$ cat config.mk
export PLATFORM = sky130hd
export DESIGN_NAME = uart_rx_deserializer
export DESIGN_NICKNAME = d
export VERILOG_FILES = /design/src/rtl/uart_pkg.sv /design/src/rtl/uart_sync_2ff.sv /design/src/rtl/uart_rx_deserializer.sv
export SDC_FILE = /design/constraint.sdc
export NUM_CORES = 1
export LEC_CHECK = 0
export ABC_CLOCK_PERIOD_IN_PS = 1900
export CORE_MARGIN = 3
export CORE_UTILIZATION = 30
export DETAILED_ROUTE_END_ITERATION = 12
export HOLD_SLACK_MARGIN = 0.15
export SETUP_SLACK_MARGIN = 0.2
export SLEW_MARGIN = 30
export SYNTH_ARGS = -nofsm -noshare
export SYNTH_HDL_FRONTEND = slang
export SYNTH_SLANG_ARGS = --single-unit
$ cat constraint.sdc
create_clock -name clk -period 1.9 [get_ports clk]
set_input_delay 0.38 -clock clk [delete_from_list [all_inputs] [get_ports clk]]
set_output_delay 0.38 -clock clk [all_outputs]
set_load 0.005 [all_outputs]
$ cat src/rtl/uart_pkg.sv
// Shared UART definitions: receiver state encoding, frame width and the
// clocks-per-bit helper that the transmitter also uses.
package uart_pkg;

  localparam int DATA_BITS = 8;

  typedef enum logic [1:0] {IDLE, START, DATA, STOP} rx_state_t;

  function automatic int clks_per_bit(input int clock_freq, input int baud_rate);
    return clock_freq / baud_rate;
  endfunction

endpackage

$ cat src/rtl/uart_sync_2ff.sv
// Two-flop synchronizer for an asynchronous single-bit input; both flops
// take RST_VAL during reset so an idle-high line reads as idle.
module uart_sync_2ff #(
  parameter logic RST_VAL = 1'b1
) (
  input  logic clk,
  input  logic rst,
  input  logic d,
  output logic q
);

  logic meta;

  always_ff @(posedge clk) begin
    if (rst) begin
      meta <= RST_VAL;
      q    <= RST_VAL;
    end else begin
      meta <= d;
      q    <= meta;
    end
  end

endmodule

$ cat src/rtl/uart_rx_deserializer.sv
// 8N1 receiver: mid-bit majority sampling, stop-bit check, and a held byte
// with ready/overrun flags for the consumer.
module uart_rx_deserializer
  import uart_pkg::*;
#(
  parameter int CLOCK_FREQ = 10000000,
  parameter int BAUD_RATE  = 1500000
) (
  input  logic                 clk,
  input  logic                 rst,
  input  logic                 rx_in,
  input  logic                 rd_ack,
  output logic [DATA_BITS-1:0] rx_data,
  output logic                 rx_valid,
  output logic                 data_ready,
  output logic                 overrun,
  output logic                 frame_err,
  output logic                 rx_busy
);

  localparam int N  = clks_per_bit(CLOCK_FREQ, BAUD_RATE);
  localparam int H  = N / 2;
  localparam int CW = $clog2(N);

  localparam logic [CW-1:0] C_A    = CW'(H - 1);
  localparam logic [CW-1:0] C_B    = CW'(H);
  localparam logic [CW-1:0] C_C    = CW'(H + 1);
  localparam logic [CW-1:0] C_LAST = CW'(N - 1);
  localparam logic [2:0]    B_LAST = 3'(DATA_BITS - 1);

  generate
    if (N < 4) begin : g_bad_n
      $error("uart_rx_deserializer: CLOCK_FREQ/BAUD_RATE must be at least 4");
    end
  endgenerate

  rx_state_t            state;
  logic [CW-1:0]        cnt;
  logic [2:0]           bit_idx;
  logic [DATA_BITS-1:0] sr;
  logic                 rx_s, rx_s_d;
  logic                 samp_a, samp_b, vote;
  logic                 maj, bit_val, start_det;

  uart_sync_2ff #(.RST_VAL(1'b1)) u_sync (
    .clk (clk),
    .rst (rst),
    .d   (rx_in),
    .q   (rx_s)
  );

  // Third vote sample is the live rx_s at cnt=H+1, so maj is only meaningful then.
  assign maj       = (samp_a & samp_b) | (samp_a & rx_s) | (samp_b & rx_s);
  assign bit_val   = (cnt == C_C) ? maj : vote;
  assign start_det = rx_s_d & ~rx_s;

  always_ff @(posedge clk) begin
    if (rst) begin
      state      <= IDLE;
      cnt        <= '0;
      bit_idx    <= '0;
      sr         <= '0;
      rx_s_d     <= 1'b1;
      samp_a     <= 1'b0;
      samp_b     <= 1'b0;
      vote       <= 1'b0;
      rx_data    <= '0;
      rx_valid   <= 1'b0;
      data_ready <= 1'b0;
      overrun    <= 1'b0;
      frame_err  <= 1'b0;
      rx_busy    <= 1'b0;
    end else begin
      rx_s_d    <= rx_s;
      rx_valid  <= 1'b0;
      frame_err <= 1'b0;
      if (rd_ack) begin
        data_ready <= 1'b0;
        overrun    <= 1'b0;
      end
      if (cnt == C_A) samp_a <= rx_s;
      if (cnt == C_B) samp_b <= rx_s;
      if (cnt == C_C) vote   <= maj;

      case (state)
        IDLE: begin
          cnt     <= '0;
          bit_idx <= '0;
          if (start_det) begin
            state   <= START;
            rx_busy <= 1'b1;
          end
        end
        START: begin
          if (cnt == C_C && maj) begin
            state   <= IDLE;
            rx_busy <= 1'b0;
            cnt     <= '0;
          end else if (cnt == C_LAST) begin
            state <= DATA;
            cnt   <= '0;
          end else begin
            cnt <= cnt + CW'(1);
          end
        end
        DATA: begin
          if (cnt == C_LAST) begin
            sr      <= {bit_val, sr[DATA_BITS-1:1]};
            bit_idx <= bit_idx + 3'd1;
            cnt     <= '0;
            if (bit_idx == B_LAST) state <= STOP;
          end else begin
            cnt <= cnt + CW'(1);
          end
        end
        STOP: begin
          // Decide mid stop bit and return to IDLE early so a tight next start is caught.
          if (cnt == C_C) begin
            state   <= IDLE;
            rx_busy <= 1'b0;
            cnt     <= '0;
            if (maj) begin
              rx_data    <= sr;
              rx_valid   <= 1'b1;
              data_ready <= 1'b1;
              overrun    <= rd_ack ? 1'b0 : (data_ready | overrun);
            end else begin
              frame_err <= 1'b1;
            end
          end else begin
            cnt <= cnt + CW'(1);
          end
        end
        default: begin
          state   <= IDLE;
          rx_busy <= 1'b0;
          cnt     <= '0;
        end
      endcase
    end
  end

endmodule

==> metrics <==
dominant cell type by area after synthesis=dfxtp_1; post-CTS setup buffer count=0; Hold Vio Cnt, Final=0; Hold Worst Slack=0.419 ns; Post-Place Cells=218; clock buffer depth=2; delay-heaviest family, CP=buffers and inverters; CP Depth=1; worst reg-to-reg path cell count=7; final std cells w/o fill=226; num ports=17; Synth top area share=roughly half; Clock Pin Slew Worst Setup and Hold Paths=0.06 ns; Req. time, crit path=1.52 ns; fin crit share=80.4%; initial cell density of the core=between 30% and 40%; CP max FO=3; hold buffer count at CTS=0; GRT Resource Usage Total=roughly 11%; Area growth, synth to finish=24.9%; Port Buffer Count=16; Total Power=1.39 mW; post-synthesis cell type count=32; final wirelength=around 2600 um; Post-layout nets=184; Post-DP HPWL=1770 um; n_diodes=0; pin count of the biggest net entering global routing=36; critical-path cell list=clkdlybuf4s50_1; initial antenna violation count=0; Worst Path Arrival=1.15 ns; Bufs and invs on worst path=1; post-synthesis net count=between 150 and 200; DRT Pass-1 Iters=4; WL/cell=11.6 um; synth warn=0; synthesized instance count=153; grt ovf=0; Avg Cell Area, Syn=around 9.2 um^2; CTS Buf Count=5; register bit total from synthesis=35; Critical-path top delay cell=clkdlybuf4s50_1; final setup fails=0; Setup CP Type=reg2out; clock sinks=35; Final TNS setup=0 ns; core area=4440 um^2; Routed Antenna Nets=0; Synth area leaders=dfxtp_1, mux2i_1, nand2_1; DRC violations left=0; status=complete, no violations; 1st-iter DRT viols=66; cell count of the worst hold path=1; row count=24; vias in the first global route=slightly above 1,000; die span in x=between 70 and 80 um; CTS resizes=0; Pwr Density=787 nW/um^2; die footprint=approximately 5600 um^2; Max-Cap Viols=0; Synth Flop Type=dfxtp_1; share of flip-flops with an asynchronous set or reset=0%; Post-Route Skew=~0.0055 ns; Max Clock Freq=0.655 GHz; Lkg Pwr=0.694 nW; Skew-Pair Late Insertion Delay=0.28 ns; share of layout cells above drive strength 1=between 10 and 15%; overall die height=74.6 um; H-tree levels=2; RSZ-0062 raised after global routing=false; Worst Setup End Kind=output port; worst vdd ir=approximately 0.3 mV; first-pass GRT wire length=4560 um; fin crit period=1.53 ns; EDFF count, synth=0; slowest stage delay, CP=0.51 ns; Clock Tree Root=clkbuf_8; Startpoint Class=flip-flop; DR vias=1,067; Slew Limit Fails=0; Least-Margin Pin Slew=0.378 ns; CTS tree=built; sequential cell area fraction in the yosys report=approximately half; Vias per Instance=4.72; Synth Cell Area=1410 um^2; gp weighted congestion=about 0.73; slew margin rel.=~75%; Hold Crit Class=reg2reg
## cell type report
| cell class | count | area [um^2] |
|---|---|---|
| clock inverters | 1 | 7.51 |
| well taps | 52 | 65.1 |
| multi-input cells | 107 | 673 |
| flip-flops and latches | 35 | 701 |
| clock buffers | 7 | 96.3 |
| fillers | 478 | 2680 |
| repair buffers | 21 | 210 |
| inverters | 3 | 11.3 |
## where the power goes
part / internal (mW) / total [mW] / switching, mW
logic: 0.0294 / 0.0568 / 0.0274
clock network: 0.329 / 0.582 / 0.252
registers: 0.741 / 0.750 / 0.00872
total: 1.10 / 1.39 / 0.288
## path summary, 6_finish.rpt
check,startpoint,endpoint,slack [ns]
setup / recovery,rx_busy,rx_busy,0.37
hold / removal,u_sync.meta,u_sync.q,0.42
setup reg to reg,cnt[1],sr[6],0.41
hold reg to reg,u_sync.meta,u_sync.q,0.42
## kinds of logic (layout without fill, tap and decap cells)
kind of cell / Yosys count / after routing / synth area share, %
fa+ha+maj: 8 / 8 / 7.00
simple gates: 59 / 59 / 19.1
compound gates: 29 / 29 / 12.7
mux: 11 / 11 / 7.88
flops: 35 / 35 / 49.6
buf+inv: 11 / 32 / 3.72
## through the flow
step,area (um^2),util [%],setup WS [ns]
after floorplan,1410,-,0.513
after global placement,1650,37.0,0.337
after detailed placement,1650,37.0,0.298
after CTS,1750,39.4,0.267
after global routing,1760,39.7,0.239
final,1760,39.7,0.373
## placed cells by master, fill, tap and decap left out
| cell | netlist | layout |
|---|---|---|
| and2b_4 | 0 | 1 |
| clkinvlp_4 | 0 | 1 |
| a21oi_1 | 12 | 12 |
| a21o_1 | 1 | 1 |
| o221ai_1 | 1 | 1 |
| o21bai_1 | 2 | 2 |
| buf_12 | 0 | 1 |
| nand2b_1 | 1 | 1 |
| nor2b_1 | 2 | 2 |
| nand4b_1 | 1 | 1 |
| buf_4 | 1 | 4 |
| nor3_1 | 2 | 2 |
| ha_1 | 7 | 6 |
| nand2_1 | 24 | 24 |
| a32oi_1 | 1 | 1 |
| a21boi_0 | 2 | 2 |
| nand4_4 | 0 | 1 |
| nor2_1 | 18 | 18 |
| ha_2 | 0 | 1 |
| clkbuf_8 | 0 | 7 |
| clkdlybuf4s50_1 | 0 | 16 |
| a211oi_1 | 2 | 2 |
| and2_1 | 2 | 2 |
| inv_1 | 3 | 3 |
| dfxtp_1 | 35 | 35 |
| o21ai_0 | 3 | 3 |
| mux2_2 | 1 | 1 |
| mux2i_1 | 10 | 10 |
| nand3_1 | 2 | 2 |
| nor4_1 | 1 | 1 |
| a31oi_1 | 3 | 3 |
| maj3_2 | 1 | 1 |
| o211ai_1 | 2 | 2 |
| or2_2 | 3 | 3 |
| nor3b_1 | 1 | 1 |
## cell usage after synthesis, types with 2 or more instances
cell and n:
dfxtp_1 35, nand2_1 24, nor2_1 18, a21oi_1 12, mux2i_1 10, ha_1 7, clkbuf_1 6, a31oi_1 3
inv_1 3, o21ai_0 3, or2_2 3, a211oi_1 2, a21boi_0 2, and2_1 2, nand3_1 2, nor2b_1 2
nor3_1 2, o211ai_1 2, o21bai_1 2
## routing by layer
layer | global-route usage (%) | wire length (um) | vias to the layer above
met5 | 0 | 0 | -
met4 | 7.11 | 70 | 0
met3 | 3.34 | 129 | 5
met2 | 15.3 | 1090 | 26
met1 | 14.3 | 1340 | 479
li1 | - | - | 557
## sequential cells by signal, summed over array words and instances, names as in the netlist, 3 cells and up, named ones only
name / cells
bit_idx: 3
rx_data: 8
sr: 8
cnt: 3
Note: power is estimated with default switching activity, not from simulation.
